===== config.mk =====
export PLATFORM = sky130hd
export DESIGN_NAME = frame_buffer_scheduler
export DESIGN_NICKNAME = d
export VERILOG_FILES = /design/src/rtl/fb_pkg.sv /design/src/rtl/fb_addr_map.sv /design/src/rtl/frame_buffer_scheduler.sv
export SDC_FILE = /design/constraint.sdc
export NUM_CORES = 1
export LEC_CHECK = 0
export ABC_AREA = 1
export CAP_MARGIN = 20
export CORE_MARGIN = 2
export CORE_UTILIZATION = 25
export DETAILED_ROUTE_END_ITERATION = 10
export GPL_ROUTABILITY_DRIVEN = 0
export GPL_TIMING_DRIVEN = 0
export PLACE_DENSITY = 0.44
export SYNTH_ARGS = -nofsm -noshare
export SYNTH_HDL_FRONTEND = slang
export SYNTH_HIERARCHICAL = 1
export SYNTH_SLANG_ARGS = --single-unit
export TNS_END_PERCENT = 1

===== constraint.sdc =====
create_clock -name PixelClk -period 3 [get_ports PixelClk]
set_input_delay 0.6 -clock PixelClk [delete_from_list [all_inputs] [get_ports PixelClk]]
set_output_delay 0.6 -clock PixelClk [all_outputs]
set_load 0.05 [all_outputs]

===== src/rtl/fb_pkg.sv =====
// Shared frame-buffer geometry and scheduler state encoding.
package fb_pkg;

  localparam int IMG_W     = 640;
  localparam int IMG_H     = 480;
  localparam int FB_DEPTH  = IMG_W * IMG_H;
  localparam int FB_ADDR_W = 19;

  typedef enum logic [1:0] {
    WAIT_VS = 2'd0,
    CAPTURE = 2'd1,
    DISPLAY = 2'd2
  } fb_state_t;

endpackage


===== src/rtl/fb_addr_map.sv =====
// LCD scan position to frame-buffer read address: offset, single wrap, row multiply.
// Registered, so rd_addr/rd_valid follow lcd_x/lcd_y/lcd_de by one cycle.
module fb_addr_map #(
  parameter int IMG_W    = fb_pkg::IMG_W,
  parameter int IMG_H    = fb_pkg::IMG_H,
  parameter int X_OFFSET = 380,
  parameter int Y_OFFSET = 0
) (
  input  logic                          PixelClk,
  input  logic                          reset,
  input  logic [10:0]                   lcd_x,
  input  logic [9:0]                    lcd_y,
  input  logic                          lcd_de,
  input  logic                          frame_ready,
  output logic [fb_pkg::FB_ADDR_W-1:0]  rd_addr,
  output logic                          rd_valid
);
  import fb_pkg::*;

  logic [10:0]          xs_raw, xs;
  logic [9:0]           ys_raw, ys;
  logic [FB_ADDR_W-1:0] addr_next;

  // Input ranges are bounded so that one conditional subtract always lands in range.
  assign xs_raw    = lcd_x + 11'(X_OFFSET);
  assign ys_raw    = lcd_y + 10'(Y_OFFSET);
  assign xs        = (xs_raw >= 11'(IMG_W)) ? xs_raw - 11'(IMG_W) : xs_raw;
  assign ys        = (ys_raw >= 10'(IMG_H)) ? ys_raw - 10'(IMG_H) : ys_raw;
  assign addr_next = FB_ADDR_W'(ys) * FB_ADDR_W'(IMG_W) + FB_ADDR_W'(xs);

  always_ff @(posedge PixelClk or posedge reset) begin
    if (reset) begin
      rd_addr  <= '0;
      rd_valid <= 1'b0;
    end else begin
      rd_addr  <= addr_next;
      rd_valid <= lcd_de & frame_ready;
    end
  end

endmodule


===== src/rtl/frame_buffer_scheduler.sv =====
// Hands the single 1-bit frame buffer between camera capture and LCD scan-out.
// States: WAIT_VS = wait for camera vsync fall | CAPTURE = writing one frame | DISPLAY = frame held, LCD reads
module frame_buffer_scheduler #(
  parameter int IMG_W       = fb_pkg::IMG_W,
  parameter int IMG_H       = fb_pkg::IMG_H,
  parameter int X_OFFSET    = 380,
  parameter int Y_OFFSET    = 0,
  parameter int AUTO_FRAMES = 0
) (
  input  logic                          PixelClk,
  input  logic                          reset,
  input  logic                          cam_vsync,
  input  logic                          cam_href,
  input  logic [10:0]                   lcd_x,
  input  logic [9:0]                    lcd_y,
  input  logic                          lcd_de,
  input  logic                          lcd_frame_start,
  input  logic                          capture_req,
  output logic                          wr_en,
  output logic [fb_pkg::FB_ADDR_W-1:0]  wr_addr,
  output logic [fb_pkg::FB_ADDR_W-1:0]  rd_addr,
  output logic                          rd_valid,
  output logic                          frame_ready,
  output logic                          short_frame
);
  import fb_pkg::*;

  localparam logic [FB_ADDR_W-1:0] LAST_ADDR = FB_ADDR_W'(IMG_W * IMG_H - 1);
  localparam logic [15:0]          AUTO_LAST = 16'(AUTO_FRAMES - 1);

  fb_state_t   state;
  logic        vsync_q;
  logic [15:0] frame_cnt;
  logic        vs_fall, vs_rise, auto_hit;

  assign vs_fall  = vsync_q & ~cam_vsync;
  assign vs_rise  = ~vsync_q & cam_vsync;
  assign wr_en    = (state == CAPTURE) & cam_href & ~cam_vsync;
  assign auto_hit = (AUTO_FRAMES != 0) && lcd_frame_start && (frame_cnt == AUTO_LAST);

  always_ff @(posedge PixelClk or posedge reset) begin
    if (reset) begin
      state       <= WAIT_VS;
      vsync_q     <= 1'b1;
      wr_addr     <= '0;
      frame_cnt   <= '0;
      frame_ready <= 1'b0;
      short_frame <= 1'b0;
    end else begin
      vsync_q     <= cam_vsync;
      short_frame <= 1'b0;
      case (state)
        WAIT_VS: begin
          if (vs_fall) begin
            state   <= CAPTURE;
            wr_addr <= '0;
          end
        end
        CAPTURE: begin
          // Abort has priority; wr_en is already masked by vsync in that cycle.
          if (vs_rise) begin
            short_frame <= 1'b1;
            state       <= WAIT_VS;
          end else if (wr_en) begin
            if (wr_addr == LAST_ADDR) begin
              state       <= DISPLAY;
              wr_addr     <= '0;
              frame_ready <= 1'b1;
              frame_cnt   <= '0;
            end else begin
              wr_addr <= wr_addr + FB_ADDR_W'(1);
            end
          end
        end
        DISPLAY: begin
          if (lcd_frame_start) frame_cnt <= frame_cnt + 16'd1;
          if (capture_req || auto_hit) begin
            state       <= WAIT_VS;
            frame_ready <= 1'b0;
          end
        end
        default: state <= WAIT_VS;
      endcase
    end
  end

  fb_addr_map #(
    .IMG_W    (IMG_W),
    .IMG_H    (IMG_H),
    .X_OFFSET (X_OFFSET),
    .Y_OFFSET (Y_OFFSET)
  ) u_addr_map (
    .PixelClk    (PixelClk),
    .reset       (reset),
    .lcd_x       (lcd_x),
    .lcd_y       (lcd_y),
    .lcd_de      (lcd_de),
    .frame_ready (frame_ready),
    .rd_addr     (rd_addr),
    .rd_valid    (rd_valid)
  );

endmodule


==> results.cfg, run 1 <==
[status]
status = complete, no violations

[layout]
finalNetCount = 632
n_antenna_cell = 0
utilization_pct = 35.5
area_delta_synth_final_pct = 40.4
drive_gt1_share_pct = 21.4

[job]
maxCapViolations = 0

[sta]
fmax_ghz = 0.342
setup_ws_ns = 0.0774
hold_viol = 0
slew_viol_final = 0
whs_ns = 0.458
setup_viol = 0
slew-limit-headroom_pct = 45.1
tightest_slew_ns = 0.823
period_share_pct = 97.4
fin_worst_skew_ns = 0.00145
layout_min_cycle_time_ns = 2.92
grt_setup_unrepaired = yes

[logic_synthesis]
synth_top_area_share_pct = 31.0
ys_warn_count = 6
synth_most_common_cell = nand2_1
syn-num-nets = 537
seq_area_frac_synth_pct = 31.8
synth_area_per_cell_um2 = 7.16
yosys-top-cells-area = dfrtp_1 (31%), nand2_1 (14%), ha_1 (8.3%)
yosys-top-cells-count = nand2_1 (131), inv_1 (70), nor2_1 (49)
ys_seq_elements = 44
synthFlopType = dfrtp_1
synth-edff-count = 0
synthCells = 484
synthesis.area_um2 = 3470
yosysTopAreaCell = dfrtp_1
synth_async_sr_flop_share_pct = 100
synth.distinct_cells = 38

[power_and_ir_drop]
clockPowerShare_pct = 19.2
pwr-share-seq_pct = 28.5
power_switching_mw = 1.35
p_leak_nw = 2.34
comb_power_share_pct = 52.3
pwr_density_cell_nw_per_um2 = 606
worst_ir_drop_vdd_mv = 0.278
swShare_pct = 45.6
intPower_mw = 1.60

[floorplan]
die_w_um = 122
initial_core_util_pct = 25.3
io_pins = 70
die_area_um2 = 14800
core_area_um2 = 13700
row_count = 43
die_y_um = 122

[clock_tree]
clkSinkCount = 44
path_clk_slew_ns = 0.06
cts_root_buf = clkbuf_16
insertion_delay_ns = 0.29
htree_levels = 2
cts_tree = built
cts_buffers = 5
clk_path_buf_depth = 2

[routing]
dr_wl_met2_mm = 4.47
firstDrtPassIters = 4
dr.max_layer_used = met4
drc = 0
routed_wl_mm = 8.86
wl_per_cell_um = 11.7
viasPerCell = 4.30
first_iter_violations = 132
num_vias = 3266
wl_met1_mm = 4.00
wl_met3_um = 295
final_antenna_net_count = 0

[grt]
grt_max_degree = 25
antenna_found_initial = 0
grt_usage_pct = 12.7
first_global_vias = 3239
grt_overflow = 0
grt_pass1_wl_mm = 15.0

[setup_path]
cp_cell_sequence = dlygate4sd2_1 -> inv_2 -> nand4_1 -> nand2_2 -> nand2_2 -> nand2_4 -> nor2_4 -> nand2_2 -> nand3b_1 -> nand2_1 -> ha_2 -> inv_2 -> fa_2 -> nor2_2 -> nor2_2 -> nor3_2 -> nand2_1 -> nor2_2 -> nand2_1 -> xor2_1
crit_buf_inv = 3
crit_fanout = 4
critPathSlowestCell = fa_2
crit_family = simple AND/OR/NAND/NOR gates
cp_slowest_stage_delay_ns = 0.34
cp.arrival_ns = 3.10
endpoint_kind = flop
cp-start-kind = primary input
path_class = in -> reg
worstPathRequired_ns = 3.18

[placement]
place_ws_ns = -0.832
dp_hpwl_mm = 6.95
port_buffers = 68

[hold_path]
hp-class = in -> reg
-- worst paths after layout --
check	start	end	slack [ns]	cells after the start
setup / recovery	lcd_x[8]	u_addr_map/rd_addr[17]$_DFF_PP0_	0.08	20
hold / removal	lcd_x[2]	u_addr_map/rd_addr[2]$_DFF_PP0_	0.46	2
setup reg to reg	wr_addr[0]$_DFFE_PP0P_	wr_addr[8]$_DFFE_PP0P_	1.25	10
hold reg to reg	frame_ready$_DFFE_PP0P_	u_addr_map/rd_valid$_DFF_PP0_	0.50	2
max in group asynchronous	reset	u_addr_map/rd_addr[2]$_DFF_PP0_	1.69	2
min in group asynchronous	reset	short_frame$_DFF_PP0_	0.56	2
-- kinds of logic (layout without fill, tap and decap cells) --
family          Yosys count  in the layout  synth area share (%)
simple gates            284            284                  38.6
fa+ha+maj                25             25                  9.46
xor+xnor                 19             19                  5.02
buf+inv                  83            179                  9.46
compound gates           29             29                  5.70
flops                    44             44                  31.8
-- through the flow --
stage                     cells  power [mW]  cell area (µm²)  TNS [ns]
final                       760        2.95             4870         0
after global routing        760        3.17             4870    -0.357
after CTS                   753        2.97             4740         0
after detailed placement    732        2.31             4410     -4.71
after global placement      732        2.32             4410     -4.74
after floorplan             484        1.84             3500  -0.00232
-- placed cells by master, fill, tap and decap left out, types with 3 or more instances in the layout --
cell             netlist  final
nand3_2                4      5
nor2_1                49     44
nor2_2                 7     10
ha_1                  23     16
dfrtp_1               43     43
clkbuf_16              0      5
nand4_1               18     18
buf_2                  0      3
xor2_1                14     13
clkdlybuf4s50_1        0     56
xnor2_2                1      3
inv_2                  7     13
inv_1                 70     62
clkbuf_2               0      4
ha_4                   0      6
nand3_1               41     39
nor2_4                 3      5
nand2_2               17     22
nor3_1                 3      3
a21oi_1                9      8
dlygate4sd2_1          0      3
buf_4                  2     20
o21ai_0                5      5
nand2_1              131    123
nand2_4                2      5
nand3b_1               5      5
o21ai_1                4      3
o21ai_2                3      3
-- metal layers --
metal	track usage (%)	up-vias
met3	2.48	7
li1	-	1725
met2	22.7	38
met1	15.6	1496
met5	0	-
met4	3.45	0
-- sequential cells by signal, summed over array words and instances, names as in the netlist --
signal / count
frame_ready: 1
short_frame: 1
state: 2
u_addr_map/rd_addr: 19
u_addr_map/rd_valid: 1
vsync_q: 1
wr_addr: 19
-- what timing repair did --
action	4_1_cts	5_1_grt
pin swaps	28	25
setup buffers	13	6
setup endpoints to repair	7	7
hold buffers	0	0
cloned	0	0
gates resized for setup	45	35
-- area by class of cell --
type,count,area (µm²)
inverter,80,312
fill,1465,8850
sequential,44,1100
tap,180,225
timing repair buffer,88,826
multi-input combinational,357,2230
clock buffer,8,146
buffer,3,26.3
-- power by group through the flow --
stage	logic (mW)	registers, mW	clock network [mW]
3_5_place_dp	1.46	0.854	0
2_1_floorplan	0.548	1.29	0
3_3_place_gp	1.46	0.856	0
5_1_grt	1.68	0.864	0.623
6_report	1.54	0.842	0.566
4_1_cts	1.53	0.846	0.596
Power figures use the tool's default switching activity.
==> run 2: changes to the inputs <==
- PLACE_DENSITY: 0.44 -> default
- SETUP_SLACK_MARGIN: default -> 0.15
==> run 2 against run 1 <==
Register-to-register slack gained 0.08 ns. Worst hold slack improved by 0.049 ns. Total power down 0.45%. Maximum frequency fell by 1.5%. Clock-buffer cell count decreased by 2. Clock power barely moved. Routed wire length is 7.9% lower. Die area did not move. Sequential cell count unchanged. Cell count did not move. Sequential power about the same.
==> results.cfg, run 2 (synthesis gave the netlist of run 1 again) <==
[layout]
drive_gt1_share_pct = 20.0
regArea_um2 = 1100
utilization_pct = 35.3
finalInstanceArea_um2 = 4840
area_delta_synth_final_pct = 39.7
layout_commonest_cell = nand2_1
n_antenna_cell = 0
fillers = 1422
finalNetCount = 632
mostFrequentLayoutCells = nand2_1 (129), inv_1 (63), clkdlybuf4s50_1 (55)
multi_input_area_um2 = 2190
reg.largest.list = u_addr_map/rd_addr x19, wr_addr x19, state x2

[sta]
tightest_slew_ns = 0.714
hold_viol = 0
grt_setup_unrepaired = yes
layout_min_cycle_time_ns = 2.97
slew-limit-headroom_pct = 52.3
fin_worst_skew_ns = 0.00655
period_share_pct = 98.9
setup_ws_ns = 0.0339
whs_ns = 0.507
slew_viol_final = 0
setup_viol = 0
fmax_ghz = 0.337

[floorplan]
io_pins = 70
die_y_um = 122
die_w_um = 122
core_area_um2 = 13700
die_area_um2 = 14800
initial_core_util_pct = 25.3
row_count = 43

[grt]
grt_usage_pct = 11.5
grt_max_degree = 25
grt_overflow = 0
first_global_vias = 3174
grt_pass1_wl_mm = 14.1
antenna_found_initial = 0

[power_and_ir_drop]
pwr_density_cell_nw_per_um2 = 606
worst_ir_drop_vdd_mv = 0.227
p_leak_nw = 2.34

[placement]
placed_area_um2 = 4410
dp_hpwl_mm = 6.62
place_ws_ns = -0.834
port_buffers = 68

[routing]
firstDrtPassIters = 4
routed_wl_mm = 8.16
dr_wl_met2_mm = 4.32
first_iter_violations = 141
wl_per_cell_um = 10.7
drc = 0
final_antenna_net_count = 0
num_vias = 3343
dr.max_layer_used = met4
viasPerCell = 4.40
wl_met3_um = 249
wl_met1_mm = 3.52

[setup_path]
worstPathRequired_ns = 3.17
cp.arrival_ns = 3.14
crit_fanout = 4
endpoint_kind = flop
reg2reg_slack_ns = 1.33
cp-start-kind = primary input
path_class = in -> reg

[clock_tree]
clkSinkCount = 44
cts_root_buf = clkbuf_16
htree_levels = 2
path_clk_slew_ns = 0.07
cts_tree = built
insertion_delay_ns = 0.29
clk_path_buf_depth = 2
cts_buffers = 5

[hold_path]
hp-class = reg -> reg

[status]
status = complete, no violations

[job]
maxCapViolations = 0
[run 2: cell types whose count changed in the layout (fill, tap and decap cells not counted), moves of 2 or more]
| cell | before | now |
|---|---|---|
| clkbuf_2 | 4 | 2 |
| inv_4 | 0 | 2 |
| nand2_2 | 22 | 17 |
| nand2_1 | 123 | 129 |
| inv_2 | 13 | 11 |
| clkbuf_1 | 2 | 0 |
| clkinvlp_4 | 0 | 2 |
[run 2: final timing paths]
path                       cells after the start                     from                          endpoint
max reg2reg                                   10   wr_addr[0]$_DFFE_PP0P_            wr_addr[8]$_DFFE_PP0P_
max                                           22                 lcd_x[3]  u_addr_map/rd_addr[17]$_DFF_PP0_
min in group asynchronous                      3                    reset           frame_ready$_DFFE_PP0P_
min                                            2  frame_ready$_DFFE_PP0P_     u_addr_map/rd_valid$_DFF_PP0_
min reg2reg                                    2  frame_ready$_DFFE_PP0P_     u_addr_map/rd_valid$_DFF_PP0_
max in group asynchronous                      2                    reset  u_addr_map/rd_addr[18]$_DFF_PP0_
[run 2: power by group]
| group | internal [mW] | switching, mW | leakage, nW |
|---|---|---|---|
| clock network | 0.331 | 0.232 | 0.0691 |
| logic | 0.546 | 0.987 | 1.72 |
| registers | 0.727 | 0.114 | 0.551 |
| total | 1.60 | 1.33 | 2.34 |
[run 2: metal layers]
layer / vias to the layer above / track usage (%)
met4: 0 / 2.59
li1: 1732 / -
met2: 56 / 21.8
met1: 1549 / 13.3
met3: 6 / 2.06
met5: - / 0
[run 2: final cells by class]
class	instances	area share (%)
flip-flops and latches	44	22.8
plain buffers	3	0.542
clock inverters	2	0.310
inverters	80	6.43
clock buffers	6	2.87
repair buffers	88	17.2
well taps	180	4.65
multi-input cells	357	45.2
[run 2: what timing repair did]
| action | CTS | global route |
|---|---|---|
| buffers inserted | 16 | 3 |
| pin swaps | 25 | 24 |
| setup endpoints to repair | 10 | 7 |
| hold buffers | 0 | 0 |
| resized for setup | 56 | 14 |
[run 2: per-stage QoR]
stage,total power [mW],TNS (ns),std cells
2_1_floorplan,1.84,-0.00232,484
3_3_place_gp,2.29,-3.95,732
3_5_place_dp,2.31,-4.62,732
4_1_cts,2.95,0,756
5_1_grt,3.14,-0.518,760
6_report,2.94,0,760
[run 2: critical path, stage by stage]
cell	delay, ns
buf_8	0.10
inv_4	0.05
ha_4	0.15
nand3_4	0.07
nand2_1	0.06
nand2_1	0.06
nand2_2	0.12
ha_4	0.16
inv_4	0.04
a21oi_4	0.16
nand3b_1	0.11
nand2_1	0.09
ha_2	0.19
inv_2	0.04
fa_2	0.34
nor2_2	0.12
nor2_2	0.07
nor3_2	0.19
nand2_1	0.09
nor2_2	0.12
nand2_1	0.07
xor2_1	0.13
==> run 3: changes to the inputs <==
- SKIP_LAST_GASP: default -> 1
==> run 3 against run 2 <==
Register-to-register slack about the same. Global-route usage unchanged. Via count unchanged. Die area unchanged. First-iteration DRC count down 6.4%. Routed wire length about the same. Worst hold slack unchanged. Critical path depth unchanged. Utilization about the same. Highest routed layer unchanged.
==> results.cfg, run 3 (synthesis gave the netlist of run 1 again) <==
[setup_path]
r2r_end = wr_addr[8]$_DFFE_PP0P_
cp-start-kind = primary input
cp.arrival_ns = 3.14
reg2reg_slack_ns = 1.33
crit_fanout = 4
path_class = in -> reg
endpoint_kind = flop
r2r_start = wr_addr[0]$_DFFE_PP0P_
rr_worst_depth = 10
worstPathRequired_ns = 3.17

[hold_path]
min_from = frame_ready$_DFFE_PP0P_
hp-class = reg -> reg
worstHoldPathCells = 2
holdPathEnd = u_addr_map/rd_valid$_DFF_PP0_

[routing]
firstDrtPassIters = 4
dr_wl_met2_mm = 4.32
num_vias = 3343
wl_per_cell_um = 10.7
routed_wl_mm = 8.16
dr.max_layer_used = met4
wl_met3_um = 250
first_iter_violations = 132
final_antenna_net_count = 0
viasPerCell = 4.40
wl_met1_mm = 3.52
drc = 0

[grt]
grt_max_degree = 25
first_global_vias = 3174
grt_overflow = 0
antenna_found_initial = 0
grt_usage_pct = 11.5
grt_pass1_wl_mm = 14.1

[layout]
n_antenna_cell = 0
multi_input_area_um2 = 2190
reg.largest.list = u_addr_map/rd_addr x19, wr_addr x19, state x2
drive_gt1_share_pct = 20.0
finalNetCount = 632
layout_commonest_cell = nand2_1
fillers = 1423
mostFrequentLayoutCells = nand2_1 (129), inv_1 (63), clkdlybuf4s50_1 (56)
area_delta_synth_final_pct = 39.6
utilization_pct = 35.3
regArea_um2 = 1100

[placement]
port_buffers = 68
dp_hpwl_mm = 6.62

[floorplan]
die_w_um = 122
die_y_um = 122
core_area_um2 = 13700
io_pins = 70
initial_core_util_pct = 25.3
row_count = 43
die_area_um2 = 14800

[sta]
slew-limit-headroom_pct = 52.3
slew_viol_final = 0
grt_setup_unrepaired = yes
setup_viol = 0
hold_viol = 0
period_share_pct = 98.9
layout_min_cycle_time_ns = 2.97
fmax_ghz = 0.337
tightest_slew_ns = 0.714
fin_worst_skew_ns = 0.00655

[clock_tree]
clkSinkCount = 44
insertion_delay_ns = 0.29
htree_levels = 2
cts_tree = built
clk_path_buf_depth = 2
cts_root_buf = clkbuf_16
path_clk_slew_ns = 0.07
cts_buffers = 5

[status]
status = complete, no violations

[power_and_ir_drop]
p_leak_nw = 2.33
pwr_density_cell_nw_per_um2 = 607
power_mw = 2.94
worst_ir_drop_vdd_mv = 0.227

[job]
maxCapViolations = 0
run 3: repair_timing:
item / CTS / global route
setup buffers: 16 / 3
endpoints found under the setup margin: 10 / 7
pin swaps: 25 / 24
hold endpoints to repair: 0 / 0
gates resized for setup: 56 / 12
hold buffers: 0 / 0
run 3: how the worst max path moves through the flow:
stage / endpoint / cells after the start / slack [ns] / start
4_1_cts: u_addr_map/rd_addr[17]$_DFF_PP0_ / 22 / 0.04 / lcd_x[2]
3_5_place_dp: u_addr_map/rd_addr[17]$_DFF_PP0_ / 21 / -0.83 / lcd_x[2]
2_1_floorplan: u_addr_map/rd_addr[17]$_DFF_PP0_ / 21 / -0.002 / lcd_x[3]
6_report: u_addr_map/rd_addr[17]$_DFF_PP0_ / 22 / 0.03 / lcd_x[3]
5_1_grt: u_addr_map/rd_addr[17]$_DFF_PP0_ / 23 / -0.16 / lcd_x[3]
3_3_place_gp: u_addr_map/rd_addr[17]$_DFF_PP0_ / 22 / -0.78 / lcd_x[2]
run 3: per-layer routing:
metal  track usage (%)  vias to the layer above
met5                 0                        -
met4              2.59                        0
met3              2.06                        6
met2              21.8                       56
met1              13.3                     1549
li1                  -                     1732
run 3: worst max-delay path, stage by stage:
cell and delay (ns):
buf_8 0.10, inv_4 0.05, ha_4 0.15, nand3_4 0.07, nand2_1 0.06, nand2_1 0.06
nand2_2 0.12, ha_4 0.16, inv_4 0.04, a21oi_4 0.16, nand3b_1 0.11, nand2_1 0.09
ha_2 0.19, inv_2 0.04, fa_2 0.34, nor2_2 0.12, nor2_2 0.07, nor3_2 0.19
nand2_1 0.09, nor2_2 0.12, nand2_1 0.07, xor2_1 0.13
run 3: per-stage QoR:
step / setup TNS (ns) / setup WS (ns) / cell area (µm²) / hold slack, ns / cells
2_1_floorplan: -0.00232 / -0.00232 / 3500 / 0.551 / 484
3_3_place_gp: -3.95 / -0.775 / 4410 / 0.485 / 732
6_report: 0 / 0.0340 / 4840 / 0.507 / 760
5_1_grt: -0.538 / -0.161 / 4840 / 0.541 / 760
3_5_place_dp: -4.62 / -0.834 / 4410 / 0.493 / 732
4_1_cts: 0 / 0.0439 / 4760 / 0.507 / 756
run 3: cell type report:
type	count	share of cell area, %
Buffer	3	0.543
Clock buffer	6	2.87
Clock inverter	2	0.310
Inverter	80	6.44
Multi-Input combinational cell	357	45.3
Sequential cell	44	22.8
Tap cell	180	4.66
Timing Repair Buffer	88	17.1
run 3: where the power goes:
group          total (mW)  switching (mW)  internal, mW
clock               0.563           0.232         0.331
sequential          0.841           0.114         0.727
combinational        1.53           0.987         0.545
